<file path="config.mk">
export PLATFORM = sky130hd
export DESIGN_NAME = draw_crate
export DESIGN_NICKNAME = d
export VERILOG_FILES = /design/src/rtl/draw_crate.sv
export SDC_FILE = /design/constraint.sdc
export NUM_CORES = 1
export LEC_CHECK = 0
export CAP_MARGIN = 20
export CORE_MARGIN = 3
export CORE_UTILIZATION = 25
export CTS_CLUSTER_DIAMETER = 40
export DETAILED_ROUTE_END_ITERATION = 12
export GPL_TIMING_DRIVEN = 0
export HOLD_SLACK_MARGIN = 0.05
export PLACE_DENSITY = 0.5
export SLEW_MARGIN = 10
export SYNTH_ARGS = -nofsm -noshare
export SYNTH_HDL_FRONTEND = slang
export SYNTH_SLANG_ARGS = --single-unit
</file>
<file path="constraint.sdc">
create_clock -name clk60MHz -period 4.25 [get_ports clk60MHz]
set_input_delay 1.275 -clock clk60MHz [delete_from_list [all_inputs] [get_ports clk60MHz]]
set_output_delay 1.275 -clock clk60MHz [all_outputs]
set_load 0.01 [all_outputs]
</file>
<file path="src/rtl/draw_crate.sv">
// ---------------------------------------------------------------------------
// draw_crate
//   Overlays up to two 64x64 crate sprites on the VGA pixel stream.
//   The stream has no backpressure: one pixel enters and one pixel leaves
//   every clock, so there is no valid/ready handshake anywhere in this block.
//
//   Pipeline:
//     stage 1 : hit test + ROM address generation (address/address1 registered)
//     stage 2 : crate ROMs return rgb_pixel/rgb_pixel1 (registered in the ROM)
//     stage 3 : registered colour mux (blanking > crate 0 > crate 1 > bg)
//   Every *_out is the matching *_in delayed by exactly 3 clocks.
//
// Ports
//   clk60MHz                 pixel clock
//   rst                      synchronous active-high reset
//   hcount_in..rgb_in        incoming timing/RGB bus
//   xpos/ypos, xpos1/ypos1   crate 0 / crate 1 top-left corner
//   address, address1        crate ROM read addresses {y[5:0], x[5:0]}
//   rgb_pixel, rgb_pixel1    crate ROM data, valid one clock after address
//   hcount_out..rgb_out      outgoing timing/RGB bus
// ---------------------------------------------------------------------------
module draw_crate #(
    parameter int          SPRITE_W    = 64,
    parameter int          SPRITE_H    = 64,
    parameter logic [11:0] TRANSPARENT = 12'hF0F
) (
    input  logic        clk60MHz,
    input  logic        rst,
    input  logic [10:0] hcount_in,
    input  logic [10:0] vcount_in,
    input  logic        hsync_in,
    input  logic        vsync_in,
    input  logic        hblnk_in,
    input  logic        vblnk_in,
    input  logic [11:0] rgb_in,
    input  logic [11:0] xpos,
    input  logic [11:0] ypos,
    input  logic [11:0] xpos1,
    input  logic [11:0] ypos1,
    output logic [11:0] address,
    output logic [11:0] address1,
    input  logic [11:0] rgb_pixel,
    input  logic [11:0] rgb_pixel1,
    output logic [10:0] hcount_out,
    output logic [10:0] vcount_out,
    output logic        hsync_out,
    output logic        vsync_out,
    output logic        hblnk_out,
    output logic        vblnk_out,
    output logic [11:0] rgb_out
);

    typedef struct packed {
        logic [10:0] hcount;
        logic [10:0] vcount;
        logic        hsync;
        logic        vsync;
        logic        hblnk;
        logic        vblnk;
        logic [11:0] rgb;
    } bus_t;

    // Inclusive lower bound, exclusive upper bound. The upper bound is
    // computed in 13 bits so a position near 4095 cannot wrap to a small
    // value and produce a phantom hit at the left/top of the screen.
    function automatic logic in_span(input logic [11:0] c, input logic [11:0] p,
                                     input logic [12:0] len);
        return (c >= p) && ({1'b0, c} < ({1'b0, p} + len));
    endfunction

    localparam logic [12:0] LEN_X = 13'(SPRITE_W);
    localparam logic [12:0] LEN_Y = 13'(SPRITE_H);

    // Positions are frozen per frame: captured only on the vblnk rising edge.
    logic        r_vblnk_prev;
    logic [11:0] r_x0, r_y0, r_x1, r_y1;

    always_ff @(posedge clk60MHz) begin
        if (rst) begin
            r_vblnk_prev <= 1'b0;
            r_x0 <= '0;
            r_y0 <= '0;
            r_x1 <= '0;
            r_y1 <= '0;
        end else begin
            r_vblnk_prev <= vblnk_in;
            if (vblnk_in && !r_vblnk_prev) begin
                r_x0 <= xpos;
                r_y0 <= ypos;
                r_x1 <= xpos1;
                r_y1 <= ypos1;
            end
        end
    end

    // ---------------- stage 1: hit test and address ----------------
    logic [11:0] w_hc, w_vc;
    logic        w_hit0, w_hit1;
    logic [11:0] w_addr0, w_addr1;

    assign w_hc = {1'b0, hcount_in};
    assign w_vc = {1'b0, vcount_in};

    assign w_hit0 = in_span(w_hc, r_x0, LEN_X) && in_span(w_vc, r_y0, LEN_Y);
    assign w_hit1 = in_span(w_hc, r_x1, LEN_X) && in_span(w_vc, r_y1, LEN_Y);

    // Low 6 bits of (c - p) equal (c[5:0] - p[5:0]) mod 64.
    assign w_addr0 = w_hit0 ? {6'(w_vc[5:0] - r_y0[5:0]), 6'(w_hc[5:0] - r_x0[5:0])} : 12'h000;
    assign w_addr1 = w_hit1 ? {6'(w_vc[5:0] - r_y1[5:0]), 6'(w_hc[5:0] - r_x1[5:0])} : 12'h000;

    bus_t r_s1_bus, r_s2_bus, r_s3_bus;
    logic r_s1_hit0, r_s1_hit1, r_s2_hit0, r_s2_hit1;
    bus_t w_in_bus, w_s3_next;

    assign w_in_bus = '{hcount: hcount_in, vcount: vcount_in, hsync: hsync_in,
                        vsync: vsync_in, hblnk: hblnk_in, vblnk: vblnk_in, rgb: rgb_in};

    // ---------------- stage 3 mux ----------------
    always_comb begin
        w_s3_next = r_s2_bus;
        if (r_s2_bus.hblnk || r_s2_bus.vblnk) begin
            w_s3_next.rgb = r_s2_bus.rgb;
        end else if (r_s2_hit0 && (rgb_pixel != TRANSPARENT)) begin
            w_s3_next.rgb = rgb_pixel;
        end else if (r_s2_hit1 && (rgb_pixel1 != TRANSPARENT)) begin
            w_s3_next.rgb = rgb_pixel1;
        end
    end

    always_ff @(posedge clk60MHz) begin
        if (rst) begin
            address   <= '0;
            address1  <= '0;
            r_s1_bus  <= '0;
            r_s1_hit0 <= 1'b0;
            r_s1_hit1 <= 1'b0;
            r_s2_bus  <= '0;
            r_s2_hit0 <= 1'b0;
            r_s2_hit1 <= 1'b0;
            r_s3_bus  <= '0;
        end else begin
            address   <= w_addr0;
            address1  <= w_addr1;
            r_s1_bus  <= w_in_bus;
            r_s1_hit0 <= w_hit0;
            r_s1_hit1 <= w_hit1;
            r_s2_bus  <= r_s1_bus;
            r_s2_hit0 <= r_s1_hit0;
            r_s2_hit1 <= r_s1_hit1;
            r_s3_bus  <= w_s3_next;
        end
    end

    assign hcount_out = r_s3_bus.hcount;
    assign vcount_out = r_s3_bus.vcount;
    assign hsync_out  = r_s3_bus.hsync;
    assign vsync_out  = r_s3_bus.vsync;
    assign hblnk_out  = r_s3_bus.hblnk;
    assign vblnk_out  = r_s3_bus.vblnk;
    assign rgb_out    = r_s3_bus.rgb;

endmodule

</file>
==> results of run 1 <==
## layer usage
metal | vias up | share of wire (%) | GRT usage (%)
met5 | - | 0 | 0
met4 | 0 | 1.6 | 3.843
met3 | 19 | 3.4 | 2.677
met2 | 117 | 48 | 22.37
met1 | 2781 | 47 | 17.60
li1 | 3243 | - | -
## layout make-up
cell class | count | area [µm²] | share of cell area [%]
Clock inverter | 14 | 146.4 | 1.347
Clock buffer | 18 | 429.2 | 3.949
Timing Repair Buffer | 173 | 1732 | 15.93
Multi-Input combinational cell | 569 | 3894 | 35.83
Buffer | 35 | 150.1 | 1.382
Sequential cell | 190 | 3804 | 35.00
Tap cell | 402 | 503.0 | 4.628
Inverter | 56 | 210.2 | 1.934
## final timing paths
path	slack, ns	to
hold reg to reg	0.43	r_s2_bus[24]
setup / recovery	0.30	address1[0]
hold / removal	0.43	r_s2_bus[24]
setup reg to reg	1.25	address1[0]
## sequential cells by signal, summed over array words and instances (netlist names)
signal,flops
r_s1_hit0,1
r_y1,12
r_s2_hit1,1
r_s2_hit0,1
r_y0,12
hcount_out,11
vblnk_out,1
rgb_out,12
r_x0,12
hblnk_out,1
vsync_out,1
r_s1_bus,38
r_s2_bus,38
r_x1,12
vcount_out,11
address1,12
address,12
r_s1_hit1,1
hsync_out,1
## power by group through the flow
stage / combinational [mW] / clock, mW / sequential (mW)
after global placement: 0.599 / 0 / 1.93
after global routing: 0.671 / 1.70 / 1.90
after CTS: 0.608 / 1.63 / 1.89
final: 0.599 / 1.58 / 1.89
after detailed placement: 0.604 / 0 / 1.93
after floorplan: 0.331 / 0 / 1.93
## cell usage after synthesis, types with 2 or more instances
cell type	n
a2111oi_2	2
nor3b_1	3
xnor2_1	20
o21a_1	4
o31a_1	2
o221ai_1	2
nand4_1	6
o31ai_1	5
mux2i_1	12
dfxtp_1	190
nand3_1	10
a211oi_1	10
clkbuf_1	21
nand2_1	113
ha_1	68
nor2b_1	109
and3_1	4
a311oi_1	6
inv_1	56
nand4b_1	9
buf_6	2
nor2_1	32
o22ai_1	3
nor3_1	12
o21ai_0	11
xor2_1	2
nand2b_1	7
nor3_2	10
buf_1	9
o211ai_1	2
buf_2	3
a221oi_1	3
a21oi_1	65
a21o_1	10
fa_1	4
## critical path, cell delays in order
cell and delay (ns):
clkdlybuf4s50_1 0.45, inv_1 0.12, ha_1 0.26, fa_1 0.39, nand2b_1 0.17, a21oi_1 0.24, o2111ai_1 0.16, a22oi_1 0.21
nand4_1 0.26, clkbuf_1 0.32, nor3_1 0.39
## cell families after synthesis
family / Yosys count / share of synthesized area, %
AOI/OAI and AO/OA: 135 / 10.82
and+or+nand+nor: 327 / 21.88
muxes: 13 / 1.677
DFF: 190 / 47.20
adders and majority gates: 72 / 11.55
xor gates and xnor gates: 22 / 2.391
buffers and inverters: 91 / 4.472
## metrics by stage
stage / instance area [µm²] / setup slack [ns]
global route: 10870 / 0.1149
detailed placement: 10290 / -0.1196
global placement: 10290 / -0.1621
CTS: 10870 / 0.3325
floorplan: 8058 / 0.8706
finish: 10870 / 0.2963
==> qor.yml, run 1 <==
status:
  outcome: "complete, no violations"
power_and_ir_drop:
  vdd.ir_drop.worst_mv: 0.2890
  leakagePower_nw: 4.156
  power_frac_seq_pct: 46.5
  internal_power_mw: 2.984
  total_power_mw: 4.068
  swShare_pct: 26.65
  p_comb_share_pct: 14.7
  switchingPower_mw: 1.084
  clkPwrFrac_pct: 38.8
  pwr_density_cell_nw_per_um2: 374.3
finish:
  instances_no_fill: 1457
  nNetsFinal: 1226
  fin_util_pct: 34.35
  area_growth_pct: 34.88
  n_antenna_cell: 0
  fillers: 3270
  final_common_cell: "dfxtp_1"
  layout_common_cells: "dfxtp_1 (190), clkdlybuf4s50_1 (173), nand2_1 (113)"
  drive_gt1_share_pct: 5.213
synthesis:
  ys_types: 58
  syn_inst: 850
  synth_seq_cells: 190
  synth-main-ff-cell: "dfxtp_1"
  synth.largest_area_cell: "dfxtp_1"
  netlist_area_um2: 8058
  synth_area_per_cell_um2: 9.480
  synth_warnings: 0
  ys_seq_area_share_pct: 47.20
  synthTopCellsByArea: "dfxtp_1 (47%), ha_1 (11%), nor2b_1 (8.5%)"
  synth-async-reset-ratio_pct: 0
  synthesis.nets: 1034
  synth_top_area_share_pct: 47.20
  synth_enable_flop_cells: 0
sta:
  hold_viol_final: 0
  setup_tns_ns: 0
  rsz0062_at_grt: "false"
  hold_slack_ns: 0.4317
  maxSlewHeadroom_pct: 53.83
  timing.fmax_mhz: 252.9
  worst_slew_pin_slew_ns: 0.6867
  setup_viol: 0
  post-route-period-util_pct: 93.03
  period_needed_ns: 3.954
  slew_violations: 0
  skew_ns: 0.009864
detailed_routing:
  routed_wl_mm: 22.82
  routedWlPerCell_um: 15.66
  ant_nets: 0
  drt_iter0_drc: 228
  vias: 6160
  firstDrtPassIters: 4
  vias_per_cell: 4.228
  drcViolationCount: 0
clocking:
  cts_made_buffers: 17
  cts_resized: 0
  clock_sinks: 190
  clockRootBuffer: "clkbuf_16"
  post-cts-setup-buffer-count: 0
  clk_latency_ns: 0.42
  cts_tree: "built"
  cts_hold_buf: 0
  cts_buffer_depth: 2
  clkTransAtPathRegs_ns: 0.07
  ctsHtreeMaxLevel: 4
place:
  dp_hpwl_mm: 18.62
  port_buffers: 173
  gp_congestion: 0.8504
  dpl.cell_count: 1425
worst_hold_path:
  holdPathStages: 1
  hold_path_startpoint: "r_s1_bus[24]"
  min_path_type: "flop to flop"
floorplanning:
  fp.dieArea_um2: 34420
  ios: 174
  start_util_pct: 25.47
  die_y_um: 185.5
  die-width_um: 185.5
  coreArea_um2: 31640
  std_cell_rows: 65
global_route:
  track_usage_pct: 13.38
  grt_max_degree: 19
  antenna_found_initial: 1
  grt_pass1_vias: 6227
  grt_remaining_overflow: 0
  grt_pass1_wl_mm: 34.72
setup_path:
  worstSetupStartpointType: "input pin"
  crit_fanout: 10
  r2r-start: "r_y1[6]"
  critPathCaptureType: "flop"
  cp-startpoint: "hcount_in[0]"
  critPathKind: "input pin to flop"
  required_ns: 4.54
  arrival_ns: 4.24
  rr_worst_depth: 10
job:
  cap_violations: 0
No activity file was read; power rests on OpenSTA's default activity.
==> run 2: changes to the inputs <==
==> constraint.sdc (replaced) <==
create_clock -name clk60MHz -period 4.25 [get_ports clk60MHz]
set_input_delay 0.85 -clock clk60MHz [delete_from_list [all_inputs] [get_ports clk60MHz]]
set_output_delay 0.85 -clock clk60MHz [all_outputs]
set_load 0.01 [all_outputs]
==> results of run 2 <==
The final DEF is identical to that of run 1. Status: complete, no violations.
Main changes from that run: setup slack after placement -0.1196 ns -> 0.3054 ns; setup slack after layout 0.2963 ns -> 0.7213 ns
